### src/rtl/pc_fetch_sequencer_if.sv
// Instruction-memory fetch handshake between the PC stage and instruction memory.
// The master side issues word-address fetch requests; the slave side acknowledges them.
interface pc_fetch_sequencer_if;
  logic        req;
  logic [29:0] addr;
  logic        ack;

  modport master (output req, output addr, input ack);
  modport slave  (input req, input addr, output ack);
endinterface

### src/rtl/pc_fetch_sequencer.sv
// Program-counter stage. Holds the word-address PC and runs the fetch handshake.
// Chooses the next PC once per instruction: sequential, branch, jump or halt.
// A watchdog moves the block to a sticky FAULT state if memory never acknowledges.
module pc_fetch_sequencer #(
  parameter logic [31:0] RESET_VECTOR = 32'h0040_0000,
  parameter int unsigned ACK_TIMEOUT  = 15
) (
  input  logic                        clk,
  input  logic                        rst,
  pc_fetch_sequencer_if.master        imem,
  input  logic                        branch_taken_i,
  input  logic [15:0]                 branch_imm_i,
  input  logic                        jump_en_i,
  input  logic [25:0]                 jump_target_i,
  input  logic                        halt_i,
  output logic                        instr_valid_o,
  output logic [29:0]                 pc_out_o,
  output logic [29:0]                 pc_plus1_o,
  output logic                        fault_o,
  output logic [2:0]                  state_o
);

  typedef enum logic [2:0] {
    ST_IDLE  = 3'd0,
    ST_WAIT  = 3'd1,
    ST_EXEC  = 3'd2,
    ST_HALT  = 3'd3,
    ST_FAULT = 3'd4
  } state_t;

  localparam logic [7:0]  TIMEOUT_C = ACK_TIMEOUT[7:0];
  localparam logic [29:0] RESET_PC  = RESET_VECTOR[31:2];

  // Ripple-carry adder for 30-bit word addresses; the carry-out is dropped so sums wrap.
  function automatic logic [29:0] ripple_add30(input logic [29:0] a, input logic [29:0] b);
    logic [29:0] sum;
    logic        carry;
    carry = 1'b0;
    for (int i = 0; i < 30; i++) begin
      sum[i] = a[i] ^ b[i] ^ carry;
      carry  = (a[i] & b[i]) | (carry & (a[i] ^ b[i]));
    end
    return sum;
  endfunction

  state_t      state_q;
  logic [29:0] pc_q;
  logic [29:0] pc_d;
  logic [7:0]  cnt_q;
  logic        req_q;
  logic        valid_q;
  logic        fault_q;

  logic [29:0] pc_plus1_s;
  logic [29:0] branch_tgt_s;
  logic [29:0] jump_tgt_s;

  assign pc_plus1_s   = ripple_add30(pc_q, 30'd1);
  assign branch_tgt_s = ripple_add30(pc_plus1_s, {{14{branch_imm_i[15]}}, branch_imm_i});
  assign jump_tgt_s   = {pc_plus1_s[29:26], jump_target_i};

  // Next-PC selection with priority halt > jump > branch > sequential; only consumed in EXEC.
  always_comb begin
    pc_d = pc_q;
    if (halt_i) begin
      pc_d = pc_q;
    end else if (jump_en_i) begin
      pc_d = jump_tgt_s;
    end else if (branch_taken_i) begin
      pc_d = branch_tgt_s;
    end else begin
      pc_d = pc_plus1_s;
    end
  end

  // Fetch FSM with registered handshake, strobe and fault outputs; PC written only on EXEC->WAIT.
  always_ff @(posedge clk or posedge rst) begin
    if (rst) begin
      state_q <= ST_IDLE;
      pc_q    <= RESET_PC;
      cnt_q   <= 8'd0;
      req_q   <= 1'b0;
      valid_q <= 1'b0;
      fault_q <= 1'b0;
    end else begin
      case (state_q)
        ST_IDLE: begin
          state_q <= ST_WAIT;
          cnt_q   <= 8'd0;
          req_q   <= 1'b1;
          valid_q <= 1'b0;
        end
        ST_WAIT: begin
          if (imem.ack) begin
            // Ack wins even on the cycle the watchdog would expire.
            state_q <= ST_EXEC;
            cnt_q   <= 8'd0;
            req_q   <= 1'b0;
            valid_q <= 1'b1;
          end else if (cnt_q == TIMEOUT_C) begin
            state_q <= ST_FAULT;
            req_q   <= 1'b0;
            fault_q <= 1'b1;
          end else begin
            cnt_q   <= cnt_q + 8'd1;
          end
        end
        ST_EXEC: begin
          valid_q <= 1'b0;
          if (halt_i) begin
            state_q <= ST_HALT;
            req_q   <= 1'b0;
          end else begin
            pc_q    <= pc_d;
            state_q <= ST_WAIT;
            req_q   <= 1'b1;
          end
        end
        ST_HALT: begin
          req_q   <= 1'b0;
          valid_q <= 1'b0;
        end
        ST_FAULT: begin
          req_q   <= 1'b0;
          valid_q <= 1'b0;
          fault_q <= 1'b1;
        end
        default: begin
          // Corrupted state encoding: park safely in FAULT.
          state_q <= ST_FAULT;
          req_q   <= 1'b0;
          valid_q <= 1'b0;
          fault_q <= 1'b1;
        end
      endcase
    end
  end

  assign imem.req      = req_q;
  assign imem.addr     = pc_q;
  assign instr_valid_o = valid_q;
  assign pc_out_o      = pc_q;
  assign pc_plus1_o    = pc_plus1_s;
  assign fault_o       = fault_q;
  assign state_o       = state_q;

endmodule

### src/flat_wrapper.sv
// flat-port wrapper written by rule: the top's interface ports become plain ports
module pc_fetch_sequencer_flat 
#(
  parameter logic [31:0] RESET_VECTOR = 32'h0040_0000,
  parameter int unsigned ACK_TIMEOUT  = 15
)
  (clk, rst, branch_taken_i, branch_imm_i, jump_en_i, jump_target_i, halt_i, instr_valid_o, pc_out_o, pc_plus1_o, fault_o, state_o, imem_req, imem_addr, imem_ack);
  pc_fetch_sequencer_if imem_i ();
  input  logic clk;
  input  logic rst;
  input  logic branch_taken_i;
  input  logic [15:0] branch_imm_i;
  input  logic jump_en_i;
  input  logic [25:0] jump_target_i;
  input  logic halt_i;
  output logic instr_valid_o;
  output logic [29:0] pc_out_o;
  output logic [29:0] pc_plus1_o;
  output logic fault_o;
  output logic [2:0] state_o;
  output wire logic [$bits(imem_i.req)-1:0] imem_req;
  output wire logic [$bits(imem_i.addr)-1:0] imem_addr;
  input wire logic [$bits(imem_i.ack)-1:0] imem_ack;
  assign imem_req = imem_i.req;
  assign imem_addr = imem_i.addr;
  assign imem_i.ack = imem_ack;
  pc_fetch_sequencer #(.RESET_VECTOR(RESET_VECTOR), .ACK_TIMEOUT(ACK_TIMEOUT)) u_core (.clk(clk), .rst(rst), .imem(imem_i), .branch_taken_i(branch_taken_i), .branch_imm_i(branch_imm_i), .jump_en_i(jump_en_i), .jump_target_i(jump_target_i), .halt_i(halt_i), .instr_valid_o(instr_valid_o), .pc_out_o(pc_out_o), .pc_plus1_o(pc_plus1_o), .fault_o(fault_o), .state_o(state_o));
endmodule
### config.mk
export PLATFORM = sky130hd
export DESIGN_NAME = pc_fetch_sequencer_flat
export DESIGN_NICKNAME = d
export VERILOG_FILES = /design/src/rtl/pc_fetch_sequencer_if.sv /design/src/rtl/pc_fetch_sequencer.sv /design/src/flat_wrapper.sv
export SDC_FILE = /design/constraint.sdc
export NUM_CORES = 1
export LEC_CHECK = 0
export BUFFER_PORTS_ARGS = -buffer_cell sky130_fd_sc_hd__buf_2
export CORE_ASPECT_RATIO = 2
export CORE_MARGIN = 2
export CORE_UTILIZATION = 30
export CTS_CLUSTER_DIAMETER = 40
export DETAILED_ROUTE_END_ITERATION = 6
export GPL_TIMING_DRIVEN = 0
export SKIP_LAST_GASP = 1
export SLEW_MARGIN = 20
export SYNTH_ARGS = -nofsm -noshare
export SYNTH_HDL_FRONTEND = slang
export SYNTH_SLANG_ARGS = --single-unit
### constraint.sdc
create_clock -name clk -period 11.8 [get_ports clk]
set_input_delay 2.36 -clock clk [delete_from_list [all_inputs] [get_ports clk]]
set_output_delay 2.36 -clock clk [all_outputs]
set_load 0.1 [all_outputs]
==> results of run 1 <==
worst register-to-register path, delay by kind of cell (launching register included):
kind,cells,cell delay [ns]
and+or+nand+nor,1,0.33
DFF,1,0.43
buffers and inverters,9,0.48
AOI/OAI and AO/OA,1,0.14
xor gates and xnor gates,2,0.31
adders and majority gates,29,9.30
per-layer routing:
metal	vias to the layer above	part of all wire	track usage
met4	0	0.011	0.0402
met2	151	0.48	0.240
li1	1590	-	-
met5	-	0	0
met1	1493	0.43	0.213
met3	6	0.088	0.0299
area by class of cell:
class,instances,area share
multi-input cells,258,0.445
flip-flops and latches,44,0.229
repair buffers,142,0.153
plain buffers,48,0.0641
well taps,147,0.0381
inverters,48,0.0374
clock buffers,5,0.0259
clock inverters,3,0.00882
cells in the mapped netlist (2+ instances only):
cell      number  share of area
a21oi_1       32          0.044
nand2_1       33          0.034
a211oi_1      18          0.037
a32o_1         2         0.0055
dfrtp_1       43           0.30
nand2b_1       2         0.0034
fa_1          28           0.15
nand3_1        5         0.0069
inv_1         48          0.049
nor2_1        35          0.036
mux2i_1       12          0.033
nand4_1        2         0.0034
buf_2          7         0.0096
nor3_1         2         0.0027
xor2_1         4         0.0096
nor2b_1        3         0.0052
clkbuf_1       9         0.0093
buf_4         30          0.062
ha_1          30           0.10
o21ai_0       34          0.047
through the flow:
stage	setup TNS (ns)	worst slack (ns)	instance area (um^2)
floorplan	-0.916	-0.609	3710
global placement	-2.17	-1.02	4600
detailed placement	-2.52	-1.11	4620
CTS	-1.28	-0.753	4810
global route	-1.86	-0.957	4820
finish	-1.00	-0.665	4820
worst paths after layout:
path	startpoint	end	slack, ns	cells after the start
setup / recovery	branch_imm_i[0]	u_core.imem.addr[29]	-0.66	43
hold / removal	u_core.fault_o	u_core.fault_o	0.47	2
setup reg to reg	u_core.imem.addr[0]	u_core.imem.addr[29]	0.73	42
hold reg to reg	u_core.fault_o	u_core.fault_o	0.47	2
max in group asynchronous	rst	u_core.imem.addr[20]	9.15	3
min in group asynchronous	rst	u_core.imem.addr[5]	2.09	2
repair_timing:
item	CTS	global route
resized for setup	14	4
hold buffers	0	0
pin swaps	6	3
setup endpoints to repair	3	4
sequential cells by signal (all words and copies together), names as in the netlist:
register,count
u_core.state_o,3
u_core.fault_o,1
u_core.imem.req,1
u_core.cnt_q,8
u_core.instr_valid_o,1
u_core.imem.addr,30
where the power goes:
group          total, mW  switching [mW]  internal [mW]
combinational      0.451           0.357         0.0940
sequential         0.181          0.0165          0.165
clock              0.160          0.0603         0.0995
total              0.792           0.434          0.358
logic make-up (layout without fill, tap and decap cells):
logic type               count (synthesis)  count (layout)  synth area share
XOR/XNOR                                 5               5            0.0120
AND/OR/NAND/NOR                         91              91             0.116
multiplexers                            12              12            0.0330
flip-flops                              44              44             0.303
AO/OA/AOI/OAI                           92              92             0.146
buffers and inverters                   96             246             0.134
adder cells (fa/ha/maj)                 58              58             0.257
==> results.cfg, run 1 <==
[final_layout]
multiInputGateArea_um2 = 2140
drive_gt1_frac = 0.429
final_cell_count_no_fill = 695
layout_commonest_cell = buf_2
fin_nets = 653
seq_area_um2 = 1100
final_core_util = 0.403
nFillCells = 1246
final_cell_mix = buf_2 (147), dfrtp_1 (43), inv_1 (38)
area_delta_synth_final_pct = 32.4
diodes = 0

[place]
dp_hpwl_um = 7910
gp_congestion = 0.783
port-buffer-count = 141
dp.cells = 687

[sta]
min_period_ns = 12.46
finalCritPeriodShare = 1.06
timing.fmax_mhz = 80.2
fin_skew_ns = 0.00744
rsz0062_at_grt = yes
slew_viol_final = 0
setup_viol = 3
slew_headroom = 0.460
hold_viol = 0
whs_ns = 0.468
fin_ws_ns = -0.665
tightest_slew_ns = 0.810

[setup_path]
arrival_ns = 12.68
crit_type = in2reg
endpoint_kind = flip-flop
worstPathMaxFanout = 2
crit_top_cell = fa_2
cp_num_buf_inv = 10
slowest_delay_ns = 0.37
critPathLaunchType = primary input
required_ns = 12.01
cp_slowest_cell = fa_2
path_delay_family = adder cells

[logic_synthesis]
yosysWarnings = 0
ys_ff_latch = 44
synth_fp_nets = 504
syn_area_per_cell_um2 = 9.15
syn-cell-area_um2 = 3640
ys.flop_type = dfrtp_1
synth-seq-area-share = 0.303
synthArstFlopShare = 1.00
synth.distinct_cells = 39
syn_inst = 398
synth-edff-count = 0

[power]
irDropWorstVdd_mv = 0.101
leakagePower_nw = 2.57
finalPower_uw = 792
powerDensity_nw_per_um2 = 164

[detailed_routing]
detail_route.wirelength_um = 9870
vias = 3240
avgRoutedWirePerCell_um = 14.2
drt_first_pass_iters = 5
initialDrtViolationCount = 97
drt-vias-per-instance = 4.66
drcViolationCount = 0
ant_nets = 0

[clock_tree]
path_clk_slew_ns = 0.07
cts_buffer_depth = 2
cts_root_buf = clkbuf_16
cts_buffers = 5
clock-sinks = 44
htreeDepth = 2
clock_latency_ns = 0.29
post_cts_buffers = 0
cts_tree = yes

[min_path]
hp-class = reg2reg

[global_route]
grt_max_degree = 25
overflow = 0
grt_antenna_before_repair = 0
grt_usage = 0.153
grt_pass1_wl_um = 15500
grt_pass1_vias = 3108

[floorplanning]
pin_count = 144
die_area_um2 = 13100
num_rows = 57
start_util = 0.304
core-area_um2 = 12000
die_w_um = 81.9
die_h_um = 160

[outcome]
status = complete, but fails checks
violations = setup timing

[job]
drv_cap = 0
(Power assumes the default switching activity.)
==> run 2: changes to the inputs <==
--- a/config.mk
+++ b/config.mk
@@ -6,7 +6,7 @@
 export NUM_CORES = 1
 export LEC_CHECK = 0
 export BUFFER_PORTS_ARGS = -buffer_cell sky130_fd_sc_hd__buf_2
-export CORE_ASPECT_RATIO = 2
+export CORE_ASPECT_RATIO = 0.6
 export CORE_MARGIN = 2
 export CORE_UTILIZATION = 30
 export CTS_CLUSTER_DIAMETER = 40
==> results.cfg, run 2 (same netlist as run 1, synthesis figures left out) <==
[setup_path]
required_ns = 12.02
worstPathMaxFanout = 2
r2r-end = u_core.imem.addr[29]
cp_num_cells = 43
ff2ff_path_depth = 42
rr_startpoint = u_core.imem.addr[0]
endpoint_kind = flip-flop
crit_top_cell = fa_2
critPathLaunchType = primary input
arrival_ns = 12.65
cp_slowest_cell = fa_2
slowest_delay_ns = 0.37
timing.reg2reg.setup_slack_ns = 0.77
cp_num_buf_inv = 10
path_delay_family = adder cells
crit_type = in2reg

[global_route]
overflow = 0
grt_antenna_before_repair = 0
grt_max_degree = 27
grt_usage = 0.162
grt_pass1_wl_um = 16600
grt_pass1_vias = 3191

[clock_tree]
cts_buffers = 5
cts_tree = yes
cts_buffer_depth = 2
path_clk_slew_ns = 0.07
clock_latency_ns = 0.29
holdBufCountCts = 0
htreeDepth = 2
cts_root_buf = clkbuf_16
clock-sinks = 44

[power]
finalPower_uw = 804
leakagePower_nw = 2.57
irDropWorstVdd_mv = 0.0683
powerDensity_nw_per_um2 = 166

[detailed_routing]
drt-vias-per-instance = 4.61
vias = 3285
avgRoutedWirePerCell_um = 14.9
initialDrtViolationCount = 116
ant_nets = 0
detail_route.wirelength_um = 10600
drcViolationCount = 0
drt_first_pass_iters = 4

[final_layout]
layout_commonest_cell = buf_2
diodes = 0
final_core_util = 0.406
fin_nets = 653
drive_gt1_frac = 0.429
final_cell_mix = buf_2 (147), dfrtp_1 (43), inv_1 (38)
largest_reg_flops = 30
area_delta_synth_final_pct = 33.0

[place]
port-buffer-count = 141
dp_hpwl_um = 8470
gp_congestion = 0.777

[sta]
finalCritPeriodShare = 1.05
whs_ns = 0.473
slew_headroom = 0.453
tightest_slew_ns = 0.819
fin_skew_ns = 0.00847
hold_viol = 0
fin_ws_ns = -0.627
rsz0062_at_grt = yes
setup_viol = 2
timing.fmax_mhz = 80.5
min_period_ns = 12.43
slew_viol_final = 0

[floorplanning]
start_util = 0.305
core-area_um2 = 11900
die_area_um2 = 13100
num_rows = 31
die_w_um = 146
pin_count = 144
die_h_um = 89.4

[job]
drv_cap = 0

[outcome]
violations = setup timing
status = complete, but fails checks

[min_path]
hold_path_depth = 2
hp-start = u_core.fault_o
hp-class = reg2reg
whs_endpoint = u_core.fault_o
==> run 2: changes by cell type in the layout (fill, tap and decap cells not counted), sizes merged <==
cell	delta
clkinv	-1
inv	+1
==> run 2: layer usage <==
layer | up-vias | wire [um] | track usage
met3 | 8 | 764 | 0.0403
met4 | 0 | 101 | 0.0318
met5 | - | 0 | 0
li1 | 1589 | - | -
met2 | 109 | 4520 | 0.256
met1 | 1579 | 5250 | 0.229
==> run 2: how the worst max path moves through the flow <==
stage                     from                   end
2_1_floorplan  branch_imm_i[0]  u_core.imem.addr[29]
3_3_place_gp   branch_imm_i[0]  u_core.imem.addr[29]
3_5_place_dp   branch_imm_i[0]  u_core.imem.addr[29]
4_1_cts        branch_imm_i[0]  u_core.imem.addr[29]
5_1_grt        branch_imm_i[0]  u_core.imem.addr[29]
6_report       branch_imm_i[0]  u_core.imem.addr[29]
==> run 2: final cells by class <==
cell class / count / area (um^2)
Buffer: 48 / 309
Clock buffer: 5 / 125
Clock inverter: 3 / 46.3
Fill cell: 1247 / 7100
Inverter: 48 / 180
Multi-Input combinational cell: 258 / 2140
Sequential cell: 44 / 1100
Tap cell: 165 / 206
Timing Repair Buffer: 142 / 732
==> run 2: power by group <==
group	total (mW)	switching, mW	internal (mW)
registers	0.181	0.0165	0.165
logic	0.456	0.360	0.0953
clock network	0.167	0.0663	0.101
total	0.804	0.443	0.361
==> run 2: worst register-to-register path, delay by kind of cell (launching register included) <==
family                     cells  cell delay, ns
and+or+nand+nor                1            0.33
DFF                            1            0.43
xor gates and xnor gates       2            0.31
adders and majority gates     29            9.26
buffers and inverters          9            0.48
AOI/OAI and AO/OA              1            0.14
==> run 2: repair_timing <==
item | CTS | global route
resized for setup | 14 | 2
gates cloned | 0 | 0
endpoints found under the setup margin | 3 | 3
setup buffers | 0 | 0
pin swaps | 6 | 2
==> run 2: through the flow <==
step	area (um^2)	setup TNS, ns	setup WS [ns]	cells
3_3_place_gp	4620	-2.18	-1.01	704
4_1_cts	4840	-1.10	-0.692	713
3_5_place_dp	4640	-2.28	-1.03	705
5_1_grt	4850	-1.71	-0.911	713
6_report	4850	-0.944	-0.627	713
2_1_floorplan	3710	-0.916	-0.609	398
==> run 3: changes to the inputs <==
--- a/config.mk
+++ b/config.mk
@@ -12,6 +12,7 @@
 export CTS_CLUSTER_DIAMETER = 40
 export DETAILED_ROUTE_END_ITERATION = 6
 export GPL_TIMING_DRIVEN = 0
+export REMOVE_ABC_BUFFERS = 1
 export SKIP_LAST_GASP = 1
 export SLEW_MARGIN = 20
 export SYNTH_ARGS = -nofsm -noshare
==> results.cfg, run 3 (same netlist as run 1, synthesis figures left out) <==
[setup_path]
ff2ff_path_depth = 42
arrival_ns = 12.79
timing.reg2reg.setup_slack_ns = 0.65
crit_type = in2reg
crit_top_cell = fa_2
r2r-end = u_core.imem.addr[29]
slowest_delay_ns = 0.38
critPathLaunch = branch_imm_i[0]
rr_startpoint = u_core.imem.addr[0]
worstPathMaxFanout = 2
cp_slowest_cell = fa_2
critPathLaunchType = primary input
endpoint_kind = flip-flop
required_ns = 12.01

[global_route]
overflow = 0
gr-usage-met2 = 0.226
grt_antenna_before_repair = 0
grt_pass1_wl_um = 14600
grt-busiest-layer = met2
grt_usage = 0.139
grtUsageMet1 = 0.197
grt_max_degree = 52
met3_usage = 0.0291
grt_pass1_vias = 2906

[place]
dp.cells = 661
gp_congestion = 0.797
dp_hpwl_um = 6940
port-buffer-count = 143
placed_area_um2 = 4300

[power]
leakagePower_nw = 2.39
powerDensity_nw_per_um2 = 171
finalPower_uw = 782
irDropWorstVdd_mv = 0.0742
clkPwrFrac = 0.213
switchingPower_uw = 435
p_seq_frac = 0.231
swShare = 0.557
internal_power_uw = 346
combPwrFrac = 0.556

[final_layout]
diodes = 0
area_delta_synth_final_pct = 25.2
final_cell_count_no_fill = 669
drive_gt1_frac = 0.395
fin_area_um2 = 4560
nFillCells = 1245
largest_reg_flops = 30
fin_nets = 609
final_cell_mix = buf_2 (142), dfrtp_1 (43), inv_1 (38)
layout_commonest_cell = buf_2

[floorplanning]
core-area_um2 = 11900
num_rows = 31
die_area_um2 = 13100
die_h_um = 89.4
start_util = 0.305
pin_count = 144
die_w_um = 146

[clock_tree]
cts_root_buf = clkbuf_16
cts_tree = yes
post_cts_buffers = 0
path_clk_slew_ns = 0.07
htreeDepth = 2
cts_buffer_depth = 2
clock-sinks = 44
cts_buffers = 5
clock_latency_ns = 0.29

[detailed_routing]
detail_route.wirelength_um = 9080
drt_first_pass_iters = 5
vias = 3045
drt-vias-per-instance = 4.55
ant_nets = 0
drcViolationCount = 0
avgRoutedWirePerCell_um = 13.6
initialDrtViolationCount = 89

[outcome]
violations = setup timing
status = complete, but fails checks

[sta]
finalCritPeriodShare = 1.07
min_period_ns = 12.58
rsz0062_at_grt = yes
fin_skew_ns = 0.00533
setup_viol = 3
hold_viol = 0
whs_ns = 0.471
fin_ws_ns = -0.781
tightest_slew_ns = 1.00
slew_viol_final = 0
timing.fmax_mhz = 79.5
slew_headroom = 0.333

[min_path]
hp-class = reg2reg
whs_endpoint = u_core.fault_o
hold_path_depth = 2
hp-start = u_core.fault_o

[job]
drv_cap = 0
run 3: final cells by class:
| type | instances | area, um^2 | area share |
|---|---|---|---|
| multi-input combinational | 258 | 2140 | 0.469 |
| sequential | 44 | 1100 | 0.242 |
| clock buffer | 5 | 125 | 0.0274 |
| clock inverter | 3 | 46.3 | 0.0101 |
| inverter | 48 | 180 | 0.0395 |
| timing repair buffer | 146 | 764 | 0.168 |
| tap | 165 | 206 | 0.0452 |
run 3: repair_timing:
item,4_1_cts,5_1_grt
endpoints found under the setup margin,6,5
pin swaps,8,5
hold buffers,0,0
gates resized for setup,42,1
run 3: layer usage:
layer  up-vias  part of all wire
met5         -                 0
li1       1509                 -
met4         0            0.0061
met2        92              0.43
met3         5             0.052
met1      1439              0.51
run 3: per-stage QoR:
step | utilization | TNS [ns] | worst slack, ns
3_3_place_gp | 0.356 | -7.44 | -2.07
5_1_grt | 0.382 | -2.21 | -1.08
4_1_cts | 0.382 | -1.70 | -0.905
2_1_floorplan | - | -4.20 | -1.56
6_report | 0.382 | -1.32 | -0.781
3_5_place_dp | 0.360 | -7.76 | -2.14
run 3: worst max path at each step:
stage	slack, ns	endpoint	cells after the start
floorplan	-1.56	u_core.imem.addr[29]	42
global placement	-2.07	u_core.imem.addr[29]	43
global route	-1.08	u_core.imem.addr[29]	43
detailed placement	-2.14	u_core.imem.addr[29]	43
CTS	-0.90	u_core.imem.addr[29]	43
finish	-0.78	u_core.imem.addr[29]	43
run 3: power groups by stage:
stage | clock, mW | combinational [mW] | sequential, mW
floorplan | 0 | 0.187 | 0.352
finish | 0.167 | 0.435 | 0.180
global route | 0.177 | 0.459 | 0.183
global placement | 0 | 0.420 | 0.182
CTS | 0.174 | 0.438 | 0.181
detailed placement | 0 | 0.428 | 0.183
run 3: critical path, delay by kind of cell:
kind / cells / cell delay, ns
buf+inv: 10 / 0.52
compound gates: 1 / 0.15
simple gates: 1 / 0.33
fa+ha+maj: 29 / 9.13
xor+xnor: 2 / 0.33
